==> src/rtl/osd_spi_master.sv <==
// ============================================================================
// Module   : osd_spi_master
// Purpose  : SPI master that sends OSD enable/disable/write-line commands,
//            streaming 256 payload bytes from a synchronous RAM for writes.
// Revision : 1.0
// ============================================================================
`default_nettype none

module osd_spi_master #(
    parameter int CLK_DIV = 4,
    parameter int GAP     = 8
) (
    input  logic       clk_sys,
    input  logic       reset,
    input  logic       cmd_valid,
    output logic       cmd_ready,
    input  logic [1:0] cmd_op,
    input  logic [2:0] cmd_line,
    output logic       data_req,
    output logic [7:0] data_addr,
    input  logic [7:0] data_in,
    output logic       busy,
    output logic       SPI_SCK,
    output logic       SPI_SS3,
    output logic       SPI_DO
);

    localparam logic [7:0] c_DIV_M1 = 8'(CLK_DIV - 1);
    localparam logic [7:0] c_DIV_M2 = 8'(CLK_DIV - 2);
    localparam logic [7:0] c_GAP_M1 = 8'(GAP - 1);

    typedef enum logic [2:0] {
        S_IDLE     = 3'd0,
        S_LOAD     = 3'd1,
        S_SHIFT_LO = 3'd2,
        S_SHIFT_HI = 3'd3,
        S_TAIL     = 3'd4,
        S_GAP      = 3'd5
    } state_t;

    state_t      r_state;
    state_t      w_next;

    logic [7:0]  r_cnt;
    logic [2:0]  r_bit;
    logic [8:0]  r_bytecnt;
    logic        r_pending;
    logic        r_is_wr;
    logic [7:0]  r_shreg;
    logic [7:0]  r_hold;
    logic        r_req;
    logic        r_req_d1;
    logic [7:0]  r_addr;
    logic        r_sck;
    logic        r_ss3;
    logic        r_do;

    logic        w_phase_end;
    logic        w_last_bit;
    logic        w_more;
    logic [7:0]  w_cmd_byte;
    logic [7:0]  w_next_byte;

    assign w_phase_end = (r_cnt == 8'd0);
    assign w_last_bit  = (r_bit == 3'd7);
    assign w_more      = r_is_wr && (r_bytecnt != 9'd256);
    // With CLK_DIV = 2 the RAM data arrives on the same edge the byte loads.
    assign w_next_byte = r_req_d1 ? data_in : r_hold;

    always_comb begin
        w_cmd_byte = 8'h40;
        case (cmd_op)
            2'd1:    w_cmd_byte = 8'h41;
            2'd2:    w_cmd_byte = {5'b00100, cmd_line};
            default: w_cmd_byte = 8'h40;
        endcase
    end

    always_comb begin
        w_next = r_state;
        case (r_state)
            S_IDLE:     if (cmd_valid) w_next = (cmd_op == 2'd3) ? S_GAP : S_LOAD;
            S_LOAD:     w_next = S_SHIFT_LO;
            S_SHIFT_LO: if (w_phase_end) w_next = S_SHIFT_HI;
            S_SHIFT_HI: if (w_phase_end) w_next = (w_last_bit && !r_pending) ? S_TAIL : S_SHIFT_LO;
            S_TAIL:     if (w_phase_end) w_next = S_GAP;
            S_GAP:      if (w_phase_end) w_next = S_IDLE;
            default:    w_next = S_IDLE;
        endcase
    end

    always_ff @(posedge clk_sys or posedge reset) begin
        if (reset) r_state <= S_IDLE;
        else       r_state <= w_next;
    end

    always_ff @(posedge clk_sys or posedge reset) begin
        if (reset) begin
            r_cnt     <= 8'd0;
            r_bit     <= 3'd0;
            r_bytecnt <= 9'd0;
            r_pending <= 1'b0;
            r_is_wr   <= 1'b0;
            r_shreg   <= 8'd0;
            r_hold    <= 8'd0;
            r_req     <= 1'b0;
            r_req_d1  <= 1'b0;
            r_addr    <= 8'd0;
            r_sck     <= 1'b0;
            r_ss3     <= 1'b1;
            r_do      <= 1'b0;
        end else begin
            r_sck    <= (w_next == S_SHIFT_HI);
            r_ss3    <= !((w_next == S_LOAD) || (w_next == S_SHIFT_LO) ||
                          (w_next == S_SHIFT_HI) || (w_next == S_TAIL));
            r_req    <= 1'b0;
            r_req_d1 <= r_req;
            if (r_req_d1) r_hold <= data_in;

            case (r_state)
                S_IDLE: begin
                    if (cmd_valid) begin
                        r_cnt     <= (cmd_op == 2'd3) ? 8'd0 : c_DIV_M2;
                        r_bit     <= 3'd0;
                        r_bytecnt <= 9'd0;
                        r_pending <= 1'b0;
                        r_is_wr   <= (cmd_op == 2'd2);
                        if (cmd_op != 2'd3) begin
                            r_shreg <= w_cmd_byte;
                            r_do    <= w_cmd_byte[7];
                        end
                    end
                end
                S_SHIFT_LO: begin
                    if (w_phase_end) begin
                        r_cnt <= c_DIV_M1;
                        // Fetch the next payload byte while bit 0 is high.
                        if (w_last_bit && w_more) begin
                            r_req     <= 1'b1;
                            r_addr    <= r_bytecnt[7:0];
                            r_bytecnt <= r_bytecnt + 9'd1;
                            r_pending <= 1'b1;
                        end
                    end else begin
                        r_cnt <= r_cnt - 8'd1;
                    end
                end
                S_SHIFT_HI: begin
                    if (w_phase_end) begin
                        r_cnt <= c_DIV_M1;
                        r_bit <= r_bit + 3'd1;
                        if (w_last_bit) begin
                            if (r_pending) begin
                                r_shreg   <= w_next_byte;
                                r_do      <= w_next_byte[7];
                                r_pending <= 1'b0;
                            end
                        end else begin
                            r_shreg <= {r_shreg[6:0], 1'b0};
                            r_do    <= r_shreg[6];
                        end
                    end else begin
                        r_cnt <= r_cnt - 8'd1;
                    end
                end
                S_TAIL: begin
                    if (w_phase_end) begin
                        r_cnt <= c_GAP_M1;
                        r_do  <= 1'b0;
                    end else begin
                        r_cnt <= r_cnt - 8'd1;
                    end
                end
                S_GAP: begin
                    if (!w_phase_end) r_cnt <= r_cnt - 8'd1;
                end
                default: ;
            endcase
        end
    end

    assign cmd_ready = (r_state == S_IDLE);
    assign busy      = !cmd_ready;
    assign data_req  = r_req;
    assign data_addr = r_addr;
    assign SPI_SCK   = r_sck;
    assign SPI_SS3   = r_ss3;
    assign SPI_DO    = r_do;

endmodule

`default_nettype wire

==> config.mk <==
export PLATFORM = sky130hd
export DESIGN_NAME = osd_spi_master
export DESIGN_NICKNAME = d
export VERILOG_FILES = /design/src/rtl/osd_spi_master.sv
export SDC_FILE = /design/constraint.sdc
export NUM_CORES = 1
export LEC_CHECK = 0
export ABC_AREA = 0
export BUFFER_PORTS_ARGS = -buffer_cell sky130_fd_sc_hd__buf_4
export CAP_MARGIN = 10
export CORE_UTILIZATION = 55
export DETAILED_ROUTE_END_ITERATION = 10
export PLACE_DENSITY = 0.79
export SYNTH_ARGS = -nofsm -noshare
export SYNTH_HDL_FRONTEND = slang
export SYNTH_SLANG_ARGS = --single-unit
==> constraint.sdc <==
create_clock -name clk_sys -period 2.6 [get_ports clk_sys]
set_input_delay 0.13 -clock clk_sys [delete_from_list [all_inputs] [get_ports clk_sys]]
set_output_delay 0.13 -clock clk_sys [all_outputs]
set_load 0.01 [all_outputs]
==> out/results.ini <==
[run_status]
status=finished with violations
violations=hold timing

[floorplan]
coreArea_um2=5570
num_rows=27
io_pins=30
die_h_um=78.4
die-area_um2=6150
dieWidth_um=78.4
start_util_pct=57.6

[setup_path]
timing.rr.start=r_cnt[0]$_DFFE_PP0P_
worst_ep_required_time_ps=2800
cpLargestDelayFamily=simple AND/OR/NAND/NOR gates
startpoint=r_cnt[0]$_DFFE_PP0P_
cp_slowest_stage_delay_ps=730
path_buf_inv=1
endpoint_kind=flip-flop
worst-setup-path-type=reg2reg
r2r_slack_ps=190
crit_path_cell_trace=inv_1 > ha_1 > nor3b_2 > nand2_4 > nor4_4 > mux2_2
cpMaxStageDelayCell=nor4_4
path_max_fanout=12
crit_arrival_ps=2610
start_kind=flip-flop

[pwr]
vdd_drop_max_v=0.000318
finalPower_mw=2.60
switching_power_mw=0.937
power_frac_comb_pct=33.3
p_seq_share_pct=44.9
internal_power_mw=1.66
clkPwrFrac_pct=21.9
switching_share_pct=36.0
power.density_nw_per_um2=719
leakage_nw=1.62

[timing]
tightest_slew_ps=941
finClkSkew_ps=10.7
fin_crit_ps=2410
fmax_ghz=0.415
rsz0062_at_grt=false
maxSlewViolCount=0
slew_headroom_pct=36.8
finalHoldViolations=5
fin_tns_setup_ps=0
setup_violations=0
finalCritPeriodShare_pct=92.7
worst_hold_slack_ps=-5.17

[synthesis]
synth_top_area_share_pct=40.5
synth_most_common_cell=dfrtp_1
ys_ff_latch=53
synthTopCellsByArea=dfrtp_1 41%, mux2_4 6.5%, mux2i_1 3.7%
netlist_instances=308
syn-num-nets=333
yosys_most_used_dff=dfrtp_1
async_flop_share_pct=100
syn_area_per_cell_um2=10.4
yosys.area.top_type=dfrtp_1
synth.distinct_cells=69
netlist_area_um2=3210
ys.warnings.count=0
synth_edf_count=0
synth_sequential_area_ratio_pct=41.3
synthTopCellsByCount=52 x dfrtp_1, 20 x nand2_1, 19 x a21oi_1, 19 x inv_1, 17 x nor2_1

[cells_and_area]
layout.nets=362
area_delta_synth_final_pct=12.6
antennaDiodeCount=0
drive_above_1_share_pct=27.8
num-fill-cells=444
utilization_pct=64.9
fin_area_um2=3620

[place]
place_congestion=0.903
hpwl_mm=4.76
place_area_um2=3500
port_buffers=29

[cts]
numCtsBuffers=5
insertion_delay_ps=310
cts-root-buf=clkbuf_8
cts_tree=done
cts_setup_buffers=0
path_clk_slew_ps=100
ctsResizeCount=0
cts.sinks=53
holdBufCountCts=0
clockBufferDepth=2
cts.htree.levels=2

[route]
route.detailed.drc=0
wl_mm=6.94
avgViaCountPerCell=6.09
drtPass1Iterations=4
ant_nets=0
vias=2498
routedWlPerCell_um=16.9
drt_iter0_markers=259

[global_route]
grt_pass1_vias=2504
grt_pass1_wl_mm=11.7
grt_start_max_net_pins=54
antenna_found_initial=0
grtUsageTotal_pct=24.1
gr-total-overflow=0

[hold_path]
holdCritPathClass=in2async

[run]
cap_violations=0

[through the flow]
step	hold WS [ps]	instances	setup slack [ps]
2_1_floorplan	298	308	471
4_1_cts	10.2	410	177
5_1_grt	56.9	410	43.5
3_5_place_dp	360	402	205
6_report	-5.17	410	189
3_3_place_gp	352	402	304
[worst reg2reg max path: cells and delay by family (launching register included)]
| family | cells | cell delay [ps] |
|---|---|---|
| adders and majority gates | 1 | 210 |
| buffers and inverters | 1 | 90 |
| DFF | 1 | 420 |
| muxes | 1 | 420 |
| and+or+nand+nor | 3 | 1150 |
[power groups by stage]
stage          combinational (mW)  clock (mW)  sequential (mW)
5_1_grt                     0.966       0.613             1.19
3_3_place_gp                0.827           0             1.16
2_1_floorplan               0.696           0             1.11
4_1_cts                     0.865       0.586             1.16
3_5_place_dp                0.859           0             1.18
6_report                    0.865       0.569             1.17
[final timing paths]
| path | endpoint | cells past startpoint |
|---|---|---|
| setup reg to reg | data_addr[7]$_DFFE_PP0P_ | 6 |
| hold reg to reg | r_req_d1$_DFF_PP0_ | 0 |
| max in group asynchronous | r_hold[7]$_DFF_PP0_ | 3 |
| min in group clk_sys | r_hold[3]$_DFF_PP0_ | 2 |
| hold / removal | data_addr[1]$_DFFE_PP0P_ | 3 |
| setup / recovery | data_addr[7]$_DFFE_PP0P_ | 6 |
[layer usage]
metal  up-vias  routed length, um  GRT usage (%)
li1       1190                  -              -
met1      1220               3060           31.4
met2        72               3400           40.2
met3        16                326           4.42
met4         0                148           8.33
met5         -                  0              0
[sequential cells by signal, indices dropped and copies added (netlist names), 3 cells and up]
signal,flops
data_addr,8
r_bit,3
r_bytecnt,9
r_cnt,8
r_hold,8
r_shreg,7
r_state,3
[cell type report]
class                      instances  area (um2)  share of cell area [%]
inverter                          19        71.3                    1.97
clock inverter                     3        46.3                    1.28
clock buffer                       5        68.8                    1.90
multi-input combinational        219        1720                    47.5
sequential                        53        1330                    36.7
timing repair buffer              39         293                    8.10
tap                               72        90.1                    2.49
[cells by family after synthesis]
family	synth area share, %
compound gates	17.3
xor+xnor	0.273
fa+ha+maj	3.82
buf+inv	5.10
flops	41.3
mux	13.8
simple gates	18.3
[cell usage in the layout (no fill, tap or decap), types with 12 or more instances in the layout]
master / synthesis / final
buf_4: 2 / 39
nor2_1: 17 / 17
nand2_1: 20 / 20
mux2i_1: 12 / 12
o21ai_0: 12 / 12
a21oi_1: 19 / 19
inv_1: 19 / 18
dfrtp_1: 52 / 52
mux2_4: 14 / 14
Power figures use the tool's default switching activity.
